<file path="src/rtl/tff_count_ctrl.sv">
// Modulo up/down counter sequencer for a bank of T flip-flops.
// Build option: TFF_COUNT_CTRL_SAT_EN makes the count saturate instead of wrap.
module tff_count_ctrl #(
  parameter int WIDTH       = 4,
  parameter bit ONESHOT_DEF = 1'b0
) (
  input  logic             clk,
  input  logic             rst,
  input  logic             start,
  input  logic             stop,
  input  logic             up_dn,
  input  logic             oneshot,
  input  logic [WIDTH-1:0] mod_val,
  input  logic             load,
  input  logic [WIDTH-1:0] load_val,
  output logic [WIDTH-1:0] t_vec,
  output logic [WIDTH-1:0] q,
  output logic [WIDTH-1:0] qbar,
  output logic             busy,
  output logic             tc,
  output logic             done
);

  typedef enum logic [1:0] {
    S_IDLE = 2'd0,
    S_RUN  = 2'd1,
    S_DONE = 2'd2
  } state_e;

  state_e           state_q, state_d;
  logic [WIDTH-1:0] q_q, q_d;
  logic [WIDTH-1:0] mod_q, mod_d;
  logic             up_q, up_d;
  logic             one_q, one_d;
`ifdef TFF_COUNT_CTRL_SAT_EN
  logic             sat_q, sat_d;
`endif

  logic [WIDTH-1:0] m_last;
  logic [WIDTH-1:0] inc_vec;
  logic [WIDTH-1:0] dec_vec;
  logic [WIDTH-1:0] wrap_vec;
  logic [WIDTH-1:0] load_fit;
  logic             at_term;
  logic             hit;
  logic             unused_cfg;

  assign unused_cfg = ONESHOT_DEF;

  // A modulus of 0 underflows to all-ones, giving the natural binary wrap.
  assign m_last = mod_q - WIDTH'(1);

  always_comb begin
    inc_vec    = '0;
    dec_vec    = '0;
    inc_vec[0] = 1'b1;
    dec_vec[0] = 1'b1;
    for (int i = 1; i < WIDTH; i++) begin
      inc_vec[i] = inc_vec[i-1] & q_q[i-1];
      dec_vec[i] = dec_vec[i-1] & ~q_q[i-1];
    end
  end

  assign at_term  = up_q ? (q_q == m_last) : (q_q == '0);
  assign wrap_vec = up_q ? q_q : (q_q ^ m_last);
  assign hit      = (state_q == S_RUN) && at_term && !stop;

  // Loads are fitted against the modulus currently on the port.
  assign load_fit = ((mod_val == '0) || (load_val < mod_val))
                  ? load_val : '0;

  always_ff @(posedge clk or posedge rst) begin
    if (rst) begin
      state_q <= S_IDLE;
      q_q     <= '0;
      mod_q   <= '0;
      up_q    <= 1'b0;
      one_q   <= 1'b0;
`ifdef TFF_COUNT_CTRL_SAT_EN
      sat_q   <= 1'b0;
`endif
    end else begin
      state_q <= state_d;
      q_q     <= q_d;
      mod_q   <= mod_d;
      up_q    <= up_d;
      one_q   <= one_d;
`ifdef TFF_COUNT_CTRL_SAT_EN
      sat_q   <= sat_d;
`endif
    end
  end

  always_comb begin
    state_d = state_q;
    q_d     = q_q;
    mod_d   = mod_q;
    up_d    = up_q;
    one_d   = one_q;
`ifdef TFF_COUNT_CTRL_SAT_EN
    sat_d   = sat_q;
`endif
    unique case (state_q)
      S_IDLE: begin
        if (load) begin
          q_d = load_fit;
        end else if (start && !stop) begin
          mod_d   = mod_val;
          up_d    = up_dn;
          one_d   = oneshot;
          state_d = S_RUN;
        end
`ifdef TFF_COUNT_CTRL_SAT_EN
        sat_d = 1'b0;
`endif
      end
      S_RUN: begin
        q_d = q_q ^ t_vec;
        if (stop) begin
          state_d = S_IDLE;
        end else if (hit && one_q) begin
          state_d = S_DONE;
        end
`ifdef TFF_COUNT_CTRL_SAT_EN
        sat_d = (sat_q || tc) && (state_d == S_RUN);
`endif
      end
      S_DONE: begin
        state_d = S_IDLE;
      end
      default: begin
        state_d = S_IDLE;
      end
    endcase
  end

  always_comb begin
    t_vec = '0;
    busy  = 1'b0;
    tc    = 1'b0;
    done  = 1'b0;
    unique case (state_q)
      S_RUN: begin
        busy = 1'b1;
        if (!stop) begin
          if (at_term) begin
`ifdef TFF_COUNT_CTRL_SAT_EN
            t_vec = '0;
            tc    = !sat_q;
`else
            t_vec = wrap_vec;
            tc    = 1'b1;
`endif
          end else begin
            t_vec = up_q ? inc_vec : dec_vec;
          end
        end
      end
      S_DONE: begin
        done = 1'b1;
      end
      default: begin
      end
    endcase
  end

`ifdef TFF_COUNT_CTRL_SAT_EN
  logic [WIDTH-1:0] unused_wrap;
  assign unused_wrap = wrap_vec;
`endif

  assign q    = q_q;
  assign qbar = ~q_q;

endmodule

</file>
<file path="config.mk">
export PLATFORM = sky130hd
export DESIGN_NAME = tff_count_ctrl
export DESIGN_NICKNAME = d
export VERILOG_FILES = /design/src/rtl/tff_count_ctrl.sv
export SDC_FILE = /design/constraint.sdc
export NUM_CORES = 1
export LEC_CHECK = 0
export ABC_AREA = 1
export CAP_MARGIN = 25
export CORE_ASPECT_RATIO = 0.7
export CORE_UTILIZATION = 42
export CTS_BUF_LIST = sky130_fd_sc_hd__clkbuf_16
export DETAILED_ROUTE_END_ITERATION = 6
export GPL_TIMING_DRIVEN = 0
export PLACE_DENSITY = 0.85
export SKIP_LAST_GASP = 1
export SLEW_MARGIN = 30
export SYNTH_ARGS = -nofsm -noshare
export SYNTH_HDL_FRONTEND = slang
export SYNTH_SLANG_ARGS = --single-unit
</file>
<file path="constraint.sdc">
create_clock -name clk -period 1.85 [get_ports clk]
set_clock_uncertainty 0.05 [all_clocks]
set_input_delay 0.37 -clock clk [delete_from_list [all_inputs] [get_ports clk]]
set_output_delay 0.37 -clock clk [all_outputs]
set_load 0.1 [all_outputs]
</file>
==> report_table.html, run 1 <==
<table>
<tr><th>Metric</th><th>Value</th></tr>
<tr><th colspan="2">Logic synthesis</th></tr>
<tr><td>Warnings, synthesis</td><td>0</td></tr>
<tr><td>Area share of and/or/nand/nor cells after synthesis</td><td>40.0%</td></tr>
<tr><td>Biggest area consumer among synthesized cells</td><td>sky130_fd_sc_hd__dfrtp_1</td></tr>
<tr><td>Xor/xnor share of the synthesized area</td><td>0.834%</td></tr>
<tr><td>Number of distinct library cell variants in the gate-level netlist after synthesis</td><td>26</td></tr>
<tr><td>Sequential-to-total area share from yosys stat</td><td>28.6%</td></tr>
<tr><td>Average instance area after synthesis</td><td>6.82 µm²</td></tr>
<tr><td>Syn nets</td><td>173</td></tr>
<tr><td>Area share of fa/ha/maj cells after synthesis</td><td>4.77%</td></tr>
<tr><td>Post-synthesis register bit count</td><td>12</td></tr>
<tr><td>Share of Yosys cell area claimed by the top area cell type</td><td>28.6%</td></tr>
<tr><td>Compound-gate portion of the synthesized area</td><td>11.4%</td></tr>
<tr><td>Post-synthesis instance area</td><td>1050 µm²</td></tr>
<tr><td>Top post-synthesis cells by area</td><td>sky130_fd_sc_hd__dfrtp_1, sky130_fd_sc_hd__nand2_1, sky130_fd_sc_hd__inv_1, sky130_fd_sc_hd__nand3_1, sky130_fd_sc_hd__o21ai_0</td></tr>
<tr><td>Multiplexer fraction of the synthesized cell area</td><td>1.07%</td></tr>
<tr><td>Post-synthesis instance total</td><td>154</td></tr>
<tr><td>Main combinational cell family by area after synthesis</td><td>simple AND/OR/NAND/NOR gates</td></tr>
<tr><th colspan="2">Floorplanning</th></tr>
<tr><td>Floorplan row count</td><td>14</td></tr>
<tr><td>Floorplan die area</td><td>2710 µm²</td></tr>
<tr><td>Number of placed I/O pins</td><td>30</td></tr>
<tr><td>Effective utilization at floorplan</td><td>46.5%</td></tr>
<tr><td>Placeable core region</td><td>2260 µm²</td></tr>
<tr><td>Die extent in y</td><td>43.8 µm</td></tr>
<tr><td>Chip Width</td><td>61.8 µm</td></tr>
<tr><th colspan="2">Global route</th></tr>
<tr><td>Vias in the first global route</td><td>1,061</td></tr>
<tr><td>Antenna violations before repair</td><td>0</td></tr>
<tr><td>Global route overflow</td><td>0</td></tr>
<tr><td>Maximum number of pins on one net before global-route repair</td><td>13</td></tr>
<tr><td>Wire length of the first global-routing pass</td><td>4560 µm</td></tr>
<tr><td>Global-route usage over all layers</td><td>23.2%</td></tr>
<tr><th colspan="2">Power and ir drop</th></tr>
<tr><td>Static Leak</td><td>0.760 nW</td></tr>
<tr><td>Largest vdd supply drop</td><td>0.659 mV</td></tr>
<tr><td>Pwr Density</td><td>1220 nW/µm²</td></tr>
<tr><th colspan="2">Critical path</th></tr>
<tr><td>R2r worst-path depth</td><td>17</td></tr>
<tr><td>Type of the setup path with the least slack</td><td>flop to output pin</td></tr>
<tr><td>Arrival time worst endpoint</td><td>2060 ps</td></tr>
<tr><td>Critical Path Start Type</td><td>flop</td></tr>
<tr><td>Required time worst endpoint</td><td>1430 ps</td></tr>
<tr><td>R2R Path End</td><td>q[3]</td></tr>
<tr><td>Highest fanout seen on the critical path</td><td>6</td></tr>
<tr><td>Worst reg-to-reg setup slack</td><td>-300 ps</td></tr>
<tr><td>Endpoint type of the worst setup path</td><td>output pin</td></tr>
<tr><td>FF-to-FF Start</td><td>mod_q[0]</td></tr>
<tr><th colspan="2">Timing</th></tr>
<tr><td>Worst hold margin</td><td>394 ps</td></tr>
<tr><td>Total Neg Setup Slack</td><td>-3640 ps</td></tr>
<tr><td>Worst relative slew slack</td><td>37.1%</td></tr>
<tr><td>Maximum achievable frequency</td><td>402 MHz</td></tr>
<tr><td>Measured slew at the worst slew-check pin</td><td>947 ps</td></tr>
<tr><td>Setup repair after global routing missed its margin</td><td>yes</td></tr>
<tr><td>Max-slew violation total from the final report</td><td>0</td></tr>
<tr><td>Final setup slack of the worst path</td><td>-635 ps</td></tr>
<tr><td>Final period demand of the worst path</td><td>2480 ps</td></tr>
<tr><td>Ratio of final minimum period to clock period</td><td>134%</td></tr>
<tr><td>Final-report setup violation count</td><td>11</td></tr>
<tr><td>Count of endpoints failing hold in the final timing report</td><td>0</td></tr>
<tr><th colspan="2">Clocking</th></tr>
<tr><td>Inserted Clock Buffers</td><td>3</td></tr>
<tr><td>Clk sink count</td><td>12</td></tr>
<tr><td>Max Buffers Root-to-Sink</td><td>2</td></tr>
<tr><td>Cts-stage hold buffer count</td><td>0</td></tr>
<tr><td>Clock transition at the register clock pins on the worst setup and hold paths after CTS</td><td>40 ps</td></tr>
<tr><td>Clock Tree Root</td><td>sky130_fd_sc_hd__clkbuf_16</td></tr>
<tr><td>H-tree depth</td><td>1</td></tr>
<tr><td>Worst skew pair latency</td><td>240 ps</td></tr>
<tr><td>Clock tree from TritonCTS</td><td>done</td></tr>
<tr><th colspan="2">Worst hold path</th></tr>
<tr><td>Type of the most critical hold path</td><td>primary input to async pin</td></tr>
<tr><th colspan="2">Place</th></tr>
<tr><td>Number of placed cells counting well taps</td><td>215</td></tr>
<tr><td>Count of input and output buffers</td><td>29</td></tr>
<tr><td>Sum of net half-perimeters after detailed placement</td><td>2030 µm</td></tr>
<tr><td>RePlAce Congestion</td><td>0.908</td></tr>
<tr><th colspan="2">Run</th></tr>
<tr><td>MaxCap Viol Count</td><td>0</td></tr>
<tr><th colspan="2">Routing</th></tr>
<tr><td>Number of nets with antenna violations after routing</td><td>0</td></tr>
<tr><td>Total via count after detailed routing</td><td>1,193</td></tr>
<tr><td>Violation count after the first detailed-route iteration</td><td>59</td></tr>
<tr><td>Average routed wire per standard cell</td><td>13.0 µm</td></tr>
<tr><td>Routed WL</td><td>2960 µm</td></tr>
<tr><td>Number of DRC violations after detailed routing</td><td>0</td></tr>
<tr><td>Vias per cell</td><td>5.23</td></tr>
<tr><td>Detailed Routing Iterations Pass 1</td><td>4</td></tr>
<tr><th colspan="2">Cells and area</th></tr>
<tr><td>Number of non-filler instances in the completed layout</td><td>228</td></tr>
<tr><td>Nets@finish</td><td>217</td></tr>
<tr><td>Number of diodes</td><td>0</td></tr>
<tr><td>Final core occ</td><td>74.2%</td></tr>
<tr><td>Area Growth Syn to Fin</td><td>59.7%</td></tr>
<tr><td>Commonest non-fill, non-tap cell in the layout</td><td>sky130_fd_sc_hd__nand2_1</td></tr>
<tr><td>Fraction of final layout cells sized beyond drive strength 1</td><td>38.3%</td></tr>
<tr><td>Commonest cells after routing, fill and taps aside</td><td>sky130_fd_sc_hd__nand2_1, sky130_fd_sc_hd__inv_1, sky130_fd_sc_hd__clkdlybuf4s50_1</td></tr>
<tr><th colspan="2">Status</th></tr>
<tr><td>Failing checks</td><td>negative setup slack</td></tr>
<tr><td>Result of the run</td><td>complete, but fails checks</td></tr>
</table>
==> critical path: stages (launching register included) <==
cell                         delay [ps]
sky130_fd_sc_hd__dfrtp_1            380
sky130_fd_sc_hd__inv_2               70
sky130_fd_sc_hd__ha_4               280
sky130_fd_sc_hd__inv_2               40
sky130_fd_sc_hd__nand2_4             50
sky130_fd_sc_hd__nand3_2             60
sky130_fd_sc_hd__nor2_2             150
sky130_fd_sc_hd__nand3_2            110
sky130_fd_sc_hd__nand2_4            120
sky130_fd_sc_hd__o211ai_1           170
sky130_fd_sc_hd__nand3_4            110
sky130_fd_sc_hd__clkinvlp_4         100
sky130_fd_sc_hd__buf_12             170
==> registers in the layout, indices dropped and copies added (netlist names) <==
signal and flops:
state_q 2, one_q 1, up_q 1, mod_q 4, q 4
==> synth_stat cells <==
master / n
sky130_fd_sc_hd__nor2_2: 3
sky130_fd_sc_hd__a31oi_1: 2
sky130_fd_sc_hd__nand4_1: 4
sky130_fd_sc_hd__nor2_4: 2
sky130_fd_sc_hd__inv_2: 5
sky130_fd_sc_hd__clkinv_4: 1
sky130_fd_sc_hd__a21oi_2: 1
sky130_fd_sc_hd__mux2_2: 1
sky130_fd_sc_hd__o211ai_1: 2
sky130_fd_sc_hd__dfrtp_1: 12
sky130_fd_sc_hd__ha_1: 4
sky130_fd_sc_hd__nand2_2: 6
sky130_fd_sc_hd__o41ai_1: 1
sky130_fd_sc_hd__nand3_2: 5
sky130_fd_sc_hd__nand2_1: 34
sky130_fd_sc_hd__nand3_1: 13
sky130_fd_sc_hd__buf_6: 1
sky130_fd_sc_hd__o21ai_0: 11
sky130_fd_sc_hd__xnor2_1: 1
sky130_fd_sc_hd__inv_4: 1
sky130_fd_sc_hd__inv_1: 24
sky130_fd_sc_hd__a21oi_1: 4
sky130_fd_sc_hd__clkbuf_1: 1
sky130_fd_sc_hd__nor3_1: 2
sky130_fd_sc_hd__nor2_1: 11
sky130_fd_sc_hd__nand2_4: 2
==> per-layer routing <==
layer  share of wire [%]  GRT usage, %  up-vias
met4                 1.8          8.89        0
met1                  45          32.0      550
met5                   0             0        -
met3                 6.5          3.28        8
met2                  47          36.8       52
li1                    -             -      583
==> worst max-delay path by stage <==
| stage | from | end | cells after the start |
|---|---|---|---|
| after floorplan | q[2] | t_vec[3] | 9 |
| after global placement | mod_q[0] | t_vec[3] | 12 |
| after detailed placement | mod_q[0] | t_vec[3] | 12 |
| after CTS | mod_q[1] | t_vec[3] | 12 |
| after global routing | mod_q[0] | t_vec[3] | 12 |
| final | mod_q[0] | t_vec[3] | 12 |
==> per-stage QoR <==
stage	total power, W	setup slack (ps)	area (µm²)
after floorplan	0.00128	-833	1100
after global placement	0.00150	-1290	1440
after detailed placement	0.00152	-1350	1440
after CTS	0.00198	-577	1630
after global routing	0.00215	-740	1680
final	0.00204	-635	1680
==> cells by family after synthesis <==
logic type,Yosys count
AOI/OAI and AO/OA,21
and+or+nand+nor,82
buffers and inverters,33
adders and majority gates,4
DFF,12
muxes,1
xor gates and xnor gates,1
==> cell type report <==
type	count	area (µm²)
buffer	2	15.0
clock buffer	3	75.1
fill	176	583
inverter	31	149
multi-input combinational	109	681
sequential	12	313
tap	32	40.0
timing repair buffer	39	404
==> power breakdown <==
group          total, W  switching [W]  leakage, nW  internal [W]
combinational   0.00125       0.000865        0.579      0.000382
clock          0.000381       0.000100       0.0370      0.000280
sequential     0.000413      0.0000833        0.144      0.000330
==> timing repair <==
item / 4_1_cts / 5_1_grt
endpoints found under the setup margin: 19 / 13
setup buffers: 7 / 3
cloned: 0 / 0
pin swaps: 9 / 2
hold endpoints to repair: 0 / 0
resized for setup: 80 / 9
No activity file was read; power rests on OpenSTA's default activity.
==> run 2: changes to the inputs <==
CORE_UTILIZATION = 44   (was 42)
CTS_BUF_LIST = sky130_fd_sc_hd__clkbuf_8   (was sky130_fd_sc_hd__clkbuf_16)
PLACE_DENSITY = 0.88   (was 0.85)
==> run 2 against run 1 <==
The run still ends with negative setup slack left. Critical path depth shrank 4. Combinational power hardly changed. Count of clock-buffer cells in the layout unchanged. Clock power down 42%. Non-clock buffer count is 3 higher. Maximum frequency rose by 1.6%. Wire length is 2.9% higher. Setup slack better by 40 ps. Die area down 4.4%. Power is 7.4% lower. Sequential share of layout area up 0.25 points. Critical endpoint unchanged. Highest routed layer unchanged.
==> report_table.html, run 2 (synthesis results as in run 1) <==
<table>
<tr><th>Metric</th><th>Value</th></tr>
<tr><th colspan="2">Critical path</th></tr>
<tr><td>Required time worst endpoint</td><td>1430 ps (about the same)</td></tr>
<tr><td>R2r worst-path depth</td><td>10 (-7)</td></tr>
<tr><td>Type of the setup path with the least slack</td><td>flop to output pin</td></tr>
<tr><td>Highest fanout seen on the critical path</td><td>7 (+1)</td></tr>
<tr><td>FF-to-FF Start</td><td>q[0]</td></tr>
<tr><td>Arrival time worst endpoint</td><td>2030 ps (-30 ps)</td></tr>
<tr><td>Worst setup path startpoint</td><td>q[0]</td></tr>
<tr><td>Worst reg-to-reg setup slack</td><td>-130 ps (+170 ps)</td></tr>
<tr><td>R2R Path End</td><td>q[1]</td></tr>
<tr><td>Critical Path Start Type</td><td>flop</td></tr>
<tr><td>Last element of the critical path</td><td>t_vec[3]</td></tr>
<tr><td>Endpoint type of the worst setup path</td><td>output pin</td></tr>
<tr><th colspan="2">Cells and area</th></tr>
<tr><td>Number of non-filler instances in the completed layout</td><td>231 (+1.3%)</td></tr>
<tr><td>Final core occ</td><td>74.9% (+0.75 points)</td></tr>
<tr><td>Area Growth Syn to Fin</td><td>57.6%</td></tr>
<tr><td>Multi-input gate area in the final layout</td><td>666 µm² (-2.2%)</td></tr>
<tr><td>Final instance area</td><td>1650 µm² (-1.3%)</td></tr>
<tr><td>Number of diodes</td><td>0 (unchanged)</td></tr>
<tr><td>Nets@finish</td><td>220 (+1.4%)</td></tr>
<tr><td>Commonest non-fill, non-tap cell in the layout</td><td>sky130_fd_sc_hd__nand2_1</td></tr>
<tr><td>Final-layout fill cell count</td><td>177 (+0.57%)</td></tr>
<tr><td>Sequential Area</td><td>313 µm² (unchanged)</td></tr>
<tr><td>Fraction of final layout cells sized beyond drive strength 1</td><td>38.7% (+0.43 points)</td></tr>
<tr><td>Commonest cells after routing, fill and taps aside</td><td>sky130_fd_sc_hd__nand2_1, sky130_fd_sc_hd__inv_1, sky130_fd_sc_hd__clkdlybuf4s50_1, sky130_fd_sc_hd__buf_4, sky130_fd_sc_hd__nand3_1</td></tr>
<tr><th colspan="2">Power and ir drop</th></tr>
<tr><td>Part of the total power dissipated in the clock network</td><td>11.8% (-6.9 points)</td></tr>
<tr><td>Combinational Power Share</td><td>66.5% (+5.4 points)</td></tr>
<tr><td>Static Leak</td><td>0.765 nW (+0.72%)</td></tr>
<tr><td>Switching power</td><td>0.00102 W (-2.5%)</td></tr>
<tr><td>Total Power Consumption</td><td>0.00189 W (-7.4%)</td></tr>
<tr><td>Largest vdd supply drop</td><td>0.445 mV (-32%)</td></tr>
<tr><td>Proportion of power drawn by flip-flops and latches</td><td>21.8% (+1.6 points)</td></tr>
<tr><td>Cell internal pwr</td><td>0.000868 W (-13%)</td></tr>
<tr><td>Pwr Density</td><td>1140 nW/µm² (-6.1%)</td></tr>
<tr><td>Switching Fraction</td><td>54.1% (+2.7 points)</td></tr>
<tr><th colspan="2">Routing</th></tr>
<tr><td>Violation count after the first detailed-route iteration</td><td>42 (-29%)</td></tr>
<tr><td>Number of nets with antenna violations after routing</td><td>0 (unchanged)</td></tr>
<tr><td>Detailed Routing Iterations Pass 1</td><td>4 (unchanged)</td></tr>
<tr><td>Average routed wire per standard cell</td><td>13.2 µm (+1.6%)</td></tr>
<tr><td>Number of DRC violations after detailed routing</td><td>0 (unchanged)</td></tr>
<tr><td>Routed WL</td><td>3050 µm (+2.9%)</td></tr>
<tr><td>Vias per cell</td><td>5.35 (+2.3%)</td></tr>
<tr><td>Total via count after detailed routing</td><td>1,236 (+3.6%)</td></tr>
<tr><th colspan="2">Place</th></tr>
<tr><td>Sum of net half-perimeters after detailed placement</td><td>2130 µm (+4.7%)</td></tr>
<tr><td>Placed instance area</td><td>1440 µm² (unchanged)</td></tr>
<tr><td>Count of input and output buffers</td><td>29 (unchanged)</td></tr>
<tr><td>RePlAce Congestion</td><td>0.846 (-6.8%)</td></tr>
<tr><td>Number of placed cells counting well taps</td><td>215 (unchanged)</td></tr>
<tr><th colspan="2">Timing</th></tr>
<tr><td>Maximum achievable frequency</td><td>409 MHz (+1.6%)</td></tr>
<tr><td>Measured slew at the worst slew-check pin</td><td>953 ps (+6.11 ps)</td></tr>
<tr><td>Ratio of final minimum period to clock period</td><td>132% (-2.1 points)</td></tr>
<tr><td>Final-report setup violation count</td><td>12 (+1)</td></tr>
<tr><td>Setup repair after global routing missed its margin</td><td>yes</td></tr>
<tr><td>Final setup slack of the worst path</td><td>-595 ps (+39.6 ps)</td></tr>
<tr><td>Max-slew violation total from the final report</td><td>0 (unchanged)</td></tr>
<tr><td>Count of endpoints failing hold in the final timing report</td><td>0 (unchanged)</td></tr>
<tr><td>Worst hold margin</td><td>399 ps (+4.52 ps)</td></tr>
<tr><td>Worst relative slew slack</td><td>36.7% (-0.41 points)</td></tr>
<tr><td>Final period demand of the worst path</td><td>2450 ps (-39.6 ps)</td></tr>
<tr><th colspan="2">Clocking</th></tr>
<tr><td>Max Buffers Root-to-Sink</td><td>2 (unchanged)</td></tr>
<tr><td>Worst skew pair latency</td><td>230 ps (about the same)</td></tr>
<tr><td>Clock Tree Root</td><td>sky130_fd_sc_hd__clkbuf_8</td></tr>
<tr><td>Clock tree from TritonCTS</td><td>done</td></tr>
<tr><td>Clock transition at the register clock pins on the worst setup and hold paths after CTS</td><td>50 ps (about the same)</td></tr>
<tr><td>Clk sink count</td><td>12 (unchanged)</td></tr>
<tr><td>Inserted Clock Buffers</td><td>3 (unchanged)</td></tr>
<tr><td>H-tree depth</td><td>1 (unchanged)</td></tr>
<tr><th colspan="2">Floorplanning</th></tr>
<tr><td>Floorplan die area</td><td>2590 µm² (-4.4%)</td></tr>
<tr><td>Effective utilization at floorplan</td><td>47.6% (+1.1 points)</td></tr>
<tr><td>Placeable core region</td><td>2210 µm² (-2.3%)</td></tr>
<tr><td>Number of placed I/O pins</td><td>30 (unchanged)</td></tr>
<tr><td>Die extent in y</td><td>42.9 µm (-2.2%)</td></tr>
<tr><td>Floorplan row count</td><td>14 (unchanged)</td></tr>
<tr><td>Chip Width</td><td>60.4 µm (-2.2%)</td></tr>
<tr><th colspan="2">Global route</th></tr>
<tr><td>Vias in the first global route</td><td>1,174 (+11%)</td></tr>
<tr><td>Global route overflow</td><td>0 (unchanged)</td></tr>
<tr><td>Maximum number of pins on one net before global-route repair</td><td>13 (unchanged)</td></tr>
<tr><td>Global-route usage over all layers</td><td>25.1% (+1.8 points)</td></tr>
<tr><td>Antenna violations before repair</td><td>0 (unchanged)</td></tr>
<tr><td>Wire length of the first global-routing pass</td><td>4850 µm (+6.4%)</td></tr>
<tr><th colspan="2">Run</th></tr>
<tr><td>MaxCap Viol Count</td><td>0 (unchanged)</td></tr>
<tr><th colspan="2">Status</th></tr>
<tr><td>Failing checks</td><td>negative setup slack</td></tr>
<tr><td>Result of the run</td><td>complete, but fails checks</td></tr>
<tr><th colspan="2">Worst hold path</th></tr>
<tr><td>Type of the most critical hold path</td><td>primary input to async pin</td></tr>
</table>
run 2: cell count changes in the layout (fill, tap and decap cells not counted), sizes merged:
| cell | delta |
|---|---|
| buf | +3 |
| clkdlybuf4s15 | -1 |
| clkdlybuf4s18 | +1 |
| dlygate4sd2 | -1 |
| dlymetal6s2s | +1 |
run 2: cell type report:
cell class                 count  area share [%]
buffer                         2           0.908
clock buffer                   3            2.50
inverter                      31            9.00
multi-input combinational    109            40.2
sequential                    12            18.9
tap                           32            2.42
timing repair buffer          42            26.0
run 2: power groups by stage:
stage / clock network (W) / registers, W / logic (W)
3_3_place_gp: 0 / 0.000409 / 0.00109
3_5_place_dp: 0 / 0.000415 / 0.00111
4_1_cts: 0.000223 / 0.000407 / 0.00119
2_1_floorplan: 0 / 0.000564 / 0.000720
6_report: 0.000222 / 0.000412 / 0.00126
5_1_grt: 0.000241 / 0.000419 / 0.00133
run 2: per-layer routing:
layer  vias up  track usage [%]  routed length (µm)
met5         -                0                   0
met4         0             11.2                  57
met3        10             2.13                 236
met2        71             44.2                1530
met1       568             30.5                1230
li1        587                -                   -
run 2: worst max-delay path, stage by stage (launching register included):
cell                         delay [ps]
sky130_fd_sc_hd__dfrtp_4            470
sky130_fd_sc_hd__buf_6              140
sky130_fd_sc_hd__nor3_1             250
sky130_fd_sc_hd__nand3_1            210
sky130_fd_sc_hd__nand2_4            160
sky130_fd_sc_hd__o211ai_1           150
sky130_fd_sc_hd__nand3_2            140
sky130_fd_sc_hd__clkinvlp_4         110
sky130_fd_sc_hd__buf_12             170
run 2: how the worst min path moves through the flow:
stage,start,endpoint,slack (ps),cells after the start
global placement,one_q,one_q,440,1
floorplan,rst,mod_q[0],180,1
detailed placement,mod_q[1],mod_q[1],460,2
finish,rst,q[2],400,2
CTS,rst,one_q,420,2
global route,rst,q[1],440,2
run 2: timing repair:
action                     4_1_cts  5_1_grt
pin swaps                       12        9
setup buffers                    8        5
setup endpoints to repair       19       14
resized for setup               79        9
cloned                           0        0
hold buffers                     0        0
run 2: stage by stage:
| step | setup TNS [ps] | setup WS, ps |
|---|---|---|
| after floorplan | -5220 | -833 |
| after global placement | -9070 | -1310 |
| after detailed placement | -9520 | -1350 |
| after CTS | -2840 | -552 |
| after global routing | -4330 | -677 |
| final | -3290 | -595 |
